--- src/rtl/mips_imem_loader_pkg.sv ---
// Shared constants and types for the MIPS instruction-memory loader slice.
package mips_pkg;

  localparam logic [5:0] OP_RTYPE = 6'h00;
  localparam logic [5:0] OP_LW    = 6'h23;
  localparam logic [5:0] OP_SW    = 6'h2B;
  localparam logic [5:0] OP_BEQ   = 6'h04;

  typedef enum logic [2:0] {
    REQ_RTYPE = 3'd0,
    REQ_LW    = 3'd1,
    REQ_SW    = 3'd2,
    REQ_BEQ   = 3'd3,
    REQ_NOP   = 3'd4
  } req_op_e;

  typedef enum logic [1:0] {
    IDLE = 2'd0,
    LOAD = 2'd1,
    FULL = 2'd2
  } state_e;

endpackage

--- src/rtl/mips_imem_loader_if.sv ---
// Request stream and imem write bus between a boot source and the loader.
interface mips_imem_loader_if #(parameter int unsigned ADDR_W = 6);
  logic              in_valid;
  logic              in_ready;
  logic [2:0]        in_op;
  logic [4:0]        in_rs;
  logic [4:0]        in_rt;
  logic [4:0]        in_rd;
  logic [5:0]        in_funct;
  logic [15:0]       in_imm;
  logic              imem_we;
  logic [ADDR_W-1:0] imem_addr;
  logic [31:0]       imem_wdata;

  modport master (
    output in_valid, in_op, in_rs, in_rt, in_rd, in_funct, in_imm,
    input  in_ready, imem_we, imem_addr, imem_wdata
  );

  modport slave (
    input  in_valid, in_op, in_rs, in_rt, in_rd, in_funct, in_imm,
    output in_ready, imem_we, imem_addr, imem_wdata
  );
endinterface

--- src/rtl/mips_imem_loader_word_pack.sv ---
// Combinational packer: symbolic request -> 32-bit MIPS word, plus illegal-op flag.
module mips_word_pack
  import mips_pkg::*;
(
  input  logic [2:0]  op,
  input  logic [4:0]  rs,
  input  logic [4:0]  rt,
  input  logic [4:0]  rd,
  input  logic [5:0]  funct,
  input  logic [15:0] imm,
  output logic [31:0] word,
  output logic        illegal
);

  always_comb begin
    word    = '0;
    illegal = 1'b0;
    case (op)
      REQ_RTYPE: word = {OP_RTYPE, rs, rt, rd, 5'b0, funct};
      REQ_LW:    word = {OP_LW, rs, rt, imm};
      REQ_SW:    word = {OP_SW, rs, rt, imm};
      REQ_BEQ:   word = {OP_BEQ, rs, rt, imm};
      REQ_NOP:   word = '0;
      default:   illegal = 1'b1;
    endcase
  end

endmodule

--- src/rtl/mips_imem_loader.sv ---
// Instruction-memory loader: FSM, handshake, address counter and write register.
// Optional ILLEGAL_OP_TRAP_EN: illegal ops are swallowed and raise sticky err.
module mips_imem_loader
  import mips_pkg::*;
#(
  parameter int unsigned ADDR_W = 6
) (
  input  logic              clk,
  input  logic              reset,
  input  logic              start,
  input  logic              finish,
  mips_imem_loader_if.slave bus,
  output logic [ADDR_W:0]   count,
  output logic              full,
  output logic              err
);

  state_e            state, state_nx;
  logic              xfer;
  logic              wr_en;
  logic              last;
  logic              pack_illegal;
  logic [31:0]       pack_word;
  logic [ADDR_W-1:0] ptr;

  mips_word_pack u_pack (
    .op      (bus.in_op),
    .rs      (bus.in_rs),
    .rt      (bus.in_rt),
    .rd      (bus.in_rd),
    .funct   (bus.in_funct),
    .imm     (bus.in_imm),
    .word    (pack_word),
    .illegal (pack_illegal)
  );

  assign bus.in_ready = (state == LOAD);
  assign xfer         = bus.in_valid & bus.in_ready;
  assign last         = (ptr == '1);
`ifdef ILLEGAL_OP_TRAP_EN
  assign wr_en        = xfer & ~pack_illegal;
`else
  assign wr_en        = xfer;
  assign err          = 1'b0;
`endif

  always_ff @(posedge clk) begin
    if (reset) state <= IDLE;
    else       state <= state_nx;
  end

  always_comb begin
    state_nx = state;
    case (state)
      IDLE: if (start) state_nx = LOAD;
      LOAD: begin
        if (start)              state_nx = LOAD;
        else if (finish)        state_nx = IDLE;
        else if (wr_en && last) state_nx = FULL;
      end
      FULL: begin
        if (start)       state_nx = LOAD;
        else if (finish) state_nx = IDLE;
      end
      default: state_nx = IDLE;
    endcase
  end

  // start takes priority over any same-cycle transfer, so the request is dropped
  always_ff @(posedge clk) begin
    if (reset) begin
      ptr            <= '0;
      bus.imem_we    <= 1'b0;
      bus.imem_addr  <= '0;
      bus.imem_wdata <= '0;
      count          <= '0;
      full           <= 1'b0;
    end else begin
      bus.imem_we <= 1'b0;
      if (start) begin
        ptr           <= '0;
        bus.imem_addr <= '0;
        count         <= '0;
        full          <= 1'b0;
      end else if (wr_en) begin
        bus.imem_we    <= 1'b1;
        bus.imem_addr  <= ptr;
        bus.imem_wdata <= pack_illegal ? '0 : pack_word;
        ptr            <= ptr + ADDR_W'(1);
        count          <= count + (ADDR_W+1)'(1);
        if (last) full <= 1'b1;
      end
    end
  end

`ifdef ILLEGAL_OP_TRAP_EN
  always_ff @(posedge clk) begin
    if (reset)                     err <= 1'b0;
    else if (start)                err <= 1'b0;
    else if (xfer && pack_illegal) err <= 1'b1;
  end
`endif

endmodule

--- src/flat_wrapper.sv ---
// flat-port wrapper written by rule: the top's interface ports become plain ports
module mips_imem_loader_flat import mips_pkg::*;
#(
  parameter int unsigned ADDR_W = 6
)
  (clk, reset, start, finish, count, full, err, bus_in_valid, bus_in_op, bus_in_rs, bus_in_rt, bus_in_rd, bus_in_funct, bus_in_imm, bus_in_ready, bus_imem_we, bus_imem_addr, bus_imem_wdata);
  mips_imem_loader_if #(.ADDR_W(ADDR_W)) bus_i ();
  input  logic clk;
  input  logic reset;
  input  logic start;
  input  logic finish;
  output logic [ADDR_W:0] count;
  output logic full;
  output logic err;
  input wire logic [$bits(bus_i.in_valid)-1:0] bus_in_valid;
  input wire logic [$bits(bus_i.in_op)-1:0] bus_in_op;
  input wire logic [$bits(bus_i.in_rs)-1:0] bus_in_rs;
  input wire logic [$bits(bus_i.in_rt)-1:0] bus_in_rt;
  input wire logic [$bits(bus_i.in_rd)-1:0] bus_in_rd;
  input wire logic [$bits(bus_i.in_funct)-1:0] bus_in_funct;
  input wire logic [$bits(bus_i.in_imm)-1:0] bus_in_imm;
  output wire logic [$bits(bus_i.in_ready)-1:0] bus_in_ready;
  output wire logic [$bits(bus_i.imem_we)-1:0] bus_imem_we;
  output wire logic [$bits(bus_i.imem_addr)-1:0] bus_imem_addr;
  output wire logic [$bits(bus_i.imem_wdata)-1:0] bus_imem_wdata;
  assign bus_i.in_valid = bus_in_valid;
  assign bus_i.in_op = bus_in_op;
  assign bus_i.in_rs = bus_in_rs;
  assign bus_i.in_rt = bus_in_rt;
  assign bus_i.in_rd = bus_in_rd;
  assign bus_i.in_funct = bus_in_funct;
  assign bus_i.in_imm = bus_in_imm;
  assign bus_in_ready = bus_i.in_ready;
  assign bus_imem_we = bus_i.imem_we;
  assign bus_imem_addr = bus_i.imem_addr;
  assign bus_imem_wdata = bus_i.imem_wdata;
  mips_imem_loader #(.ADDR_W(ADDR_W)) u_core (.clk(clk), .reset(reset), .start(start), .finish(finish), .bus(bus_i), .count(count), .full(full), .err(err));
endmodule
--- config.mk ---
export PLATFORM = sky130hd
export DESIGN_NAME = mips_imem_loader_flat
export DESIGN_NICKNAME = d
export VERILOG_FILES = /design/src/rtl/mips_imem_loader_pkg.sv /design/src/rtl/mips_imem_loader_if.sv /design/src/rtl/mips_imem_loader_word_pack.sv /design/src/rtl/mips_imem_loader.sv /design/src/flat_wrapper.sv
export SDC_FILE = /design/constraint.sdc
export NUM_CORES = 1
export LEC_CHECK = 0
export ABC_AREA = 1
export BUFFER_PORTS_ARGS = -buffer_cell sky130_fd_sc_hd__buf_2
export CORE_UTILIZATION = 53
export DETAILED_ROUTE_END_ITERATION = 6
export MAX_ROUTING_LAYER = met4
export PLACE_DENSITY = 0.95
export SYNTH_ARGS = -nofsm -noshare
export SYNTH_HDL_FRONTEND = slang
export SYNTH_HIERARCHICAL = 1
export SYNTH_SLANG_ARGS = --single-unit
export TNS_END_PERCENT = 10
--- constraint.sdc ---
create_clock -name clk -period 3.5 [get_ports clk]
set_input_delay 0.7 -clock clk [delete_from_list [all_inputs] [get_ports clk]]
set_output_delay 0.7 -clock clk [all_outputs]
set_load 0.03 [all_outputs]
==> qor.csv <==
metric,value,unit
Syn Nets,408,
Sink Count,55,
# port buffers,92,
Post-CTS Resized,0,
clk root buf,clkbuf_8,
PwrDens,364,nW/µm²
area of the die,5200,µm²
clock slew at reported path FFs,100,ps
leading area contributor after synthesis,dfxtp_1,
Worst R2R Setup Slack,1880,ps
Setup TNS,0,ps
Leak,1.50,nW
area share of the largest cell type after synthesis,42.2,%
DR vias/cell,5.02,
htree depth,2,
CP startpoint kind,input pin,
final instance area,3070,µm²
crit end category,flop,
min-delay worst type,reg2reg,
Detailed Route WL,5890,µm
Max IR drop VDD,272,µV
asr flop ratio synth,0,%
CTS tree,done,
CTS Buf Count,5,
overflow left after global routing,0,
vias in the first global route,2187,
drt drc,0,
Synth Register Bits,55,
"EDFF count, synth",0,
chip width,72.1,µm
Final Hold Vio Count,0,
FP Rows,25,
Post-DP Area,2980,µm²
setup violators final,0,
Longest Clk Path Bufs,2,
worst slew pin tran,644,ps
Area growth syn-to-layout,17.9,%
worst-skew pair later-pin latency,310,ps
Crit-path slowest cell,inv_2,
DR pass1 iterations,4,
post-synthesis cell type count,31,
CP top delay family,buffers and inverters,
"Req. time, crit path",3760,ps
final period utilization,52.0,%
DR iter-0 viols,153,
post-CTS setup buffer count,0,
Nets,485,
largest net degree at the start of global routing,35,
Initial Util,55.2,%
number of buffers and inverters on the critical path,5,
Post-synth top cells,"nand2_1 (72), dfxtp_1 (55), nand3_1 (55), inv_1 (38), nor2_1 (34)",
"Seq/Total Area, Yosys",42.2,%
Post-DRT Antenna Nets,0,
Post-Syn Instances,361,
I/O pins,94,
status,finished clean,
global placement routability congestion,0.886,
Worst EP arrival,2080,ps
Area contributors post-synth,"dfxtp_1 (42%), nand3_1 (11%), nand2_1 (10%)",
Worst Clk Skew,5.02,ps
worst path cell trace,buf_2 -> inv_2 -> nor2_1 -> inv_1 -> buf_4 -> nand2_1 -> nand2_1 -> o211ai_1 -> inv_1,
all-layer global routing usage,24.5,%
Tmin final,1820,ps
cts hold-fix bufs,0,
cell area after synthesis,2610,µm²
max cap viols,0,
number of antenna violations at the first check in global routing,0,
cell with the most instances after synthesis,nand2_1,
synth warn,6,
RSZ-0062 raised after global routing,false,
Worst path max stage delay,310,ps
post-DP HPWL,4370,µm
ant diodes,0,
Crit Path Max Fanout,27,
routed vias,2541,
first-pass GRT wire length,9730,µm
WS Path Type,in2reg,
relative slew slack,57.0,%
WL/cell,11.6,µm
layout cells sized above 1,26.4,%
ys flop type,dfxtp_1,
CORE AREA,4720,µm²
syn avg cell area,7.22,µm²
maximum clock rate,549,MHz
Chip Height,72.1,µm
Final Max Slew Viols,0,
-- layer usage --
| metal | part of all wire [%] | up-vias | global-route usage (%) |
|---|---|---|---|
| met5 | 0 | - | - |
| li1 | - | 1310 | - |
| met2 | 48 | 106 | 38.4 |
| met4 | 1.5 | 0 | 6.97 |
| met1 | 44 | 1116 | 31.7 |
| met3 | 6.0 | 9 | 5.56 |
-- flip-flops by register name (all words and copies together) (netlist names) --
signal and cells:
u_core/bus.imem_addr 6, u_core/bus.imem_wdata 32, u_core/bus.imem_we 1, u_core/count 7
u_core/full 1, u_core/ptr 6, u_core/state 2
-- final cells by class --
type	count	area, µm²
inverters	44	168
fillers	407	1650
clock inverters	3	22.5
multi-input cells	239	1160
well taps	67	83.8
repair buffers	93	468
clock buffers	5	68.8
flip-flops and latches	55	1100
-- where the power goes --
part	internal, W	total [W]	switching [W]
sequential	0.000632	0.000636	0.00000428
clock	0.000145	0.000358	0.000213
combinational	0.0000409	0.000125	0.0000843
-- cells in the final DEF (no fill, tap or decap), types with 3 or more instances in the layout --
cell type	instances
nand4_1	3
clkbuf_8	5
nand2_1	72
buf_2	92
inv_1	38
a21oi_1	27
dfxtp_1	55
nand3_2	3
o21ai_1	9
nor2_1	34
nand3_1	55
o21ai_0	19
inv_2	4
-- per-stage QoR --
step                      setup slack [ps]  util [%]  total power, W  std cells  hold WS (ps)
after CTS                             1730      65.1         0.00113        506           457
after global routing                  1560      65.1         0.00117        506           483
after global placement                1450      63.1        0.000772        498           438
after floorplan                       1850         -        0.000739        361           444
after detailed placement              1400      63.1        0.000775        498           441
final                                 1680      65.1         0.00112        506           456
-- cell families (layout without fill, tap and decap cells) --
logic type	count (synthesis)	count (layout)	synth area share, %
simple gates	176	176	31.5
xor+xnor	2	2	0.672
fa+ha+maj	2	2	0.960
flops	55	55	42.2
buf+inv	67	145	13.2
compound gates	57	57	11.1
other cells	2	2	0.288
-- worst paths after layout --
| kind | from | end | cells after the start |
|---|---|---|---|
| setup / recovery | bus_in_op[2] | u_core/bus.imem_wdata[4] | 9 |
| hold / removal | u_core/full | u_core/full | 2 |
| setup reg to reg | u_core/state[0] | u_core/bus.imem_wdata[3] | 5 |
| hold reg to reg | u_core/full | u_core/full | 2 |
-- worst reg2reg max path, delay by kind of cell (launching register included) --
kind	cells	cell delay [ps]
compound gates	1	170
simple gates	3	750
flops	1	410
buf+inv	1	190
Power figures use the tool's default switching activity.
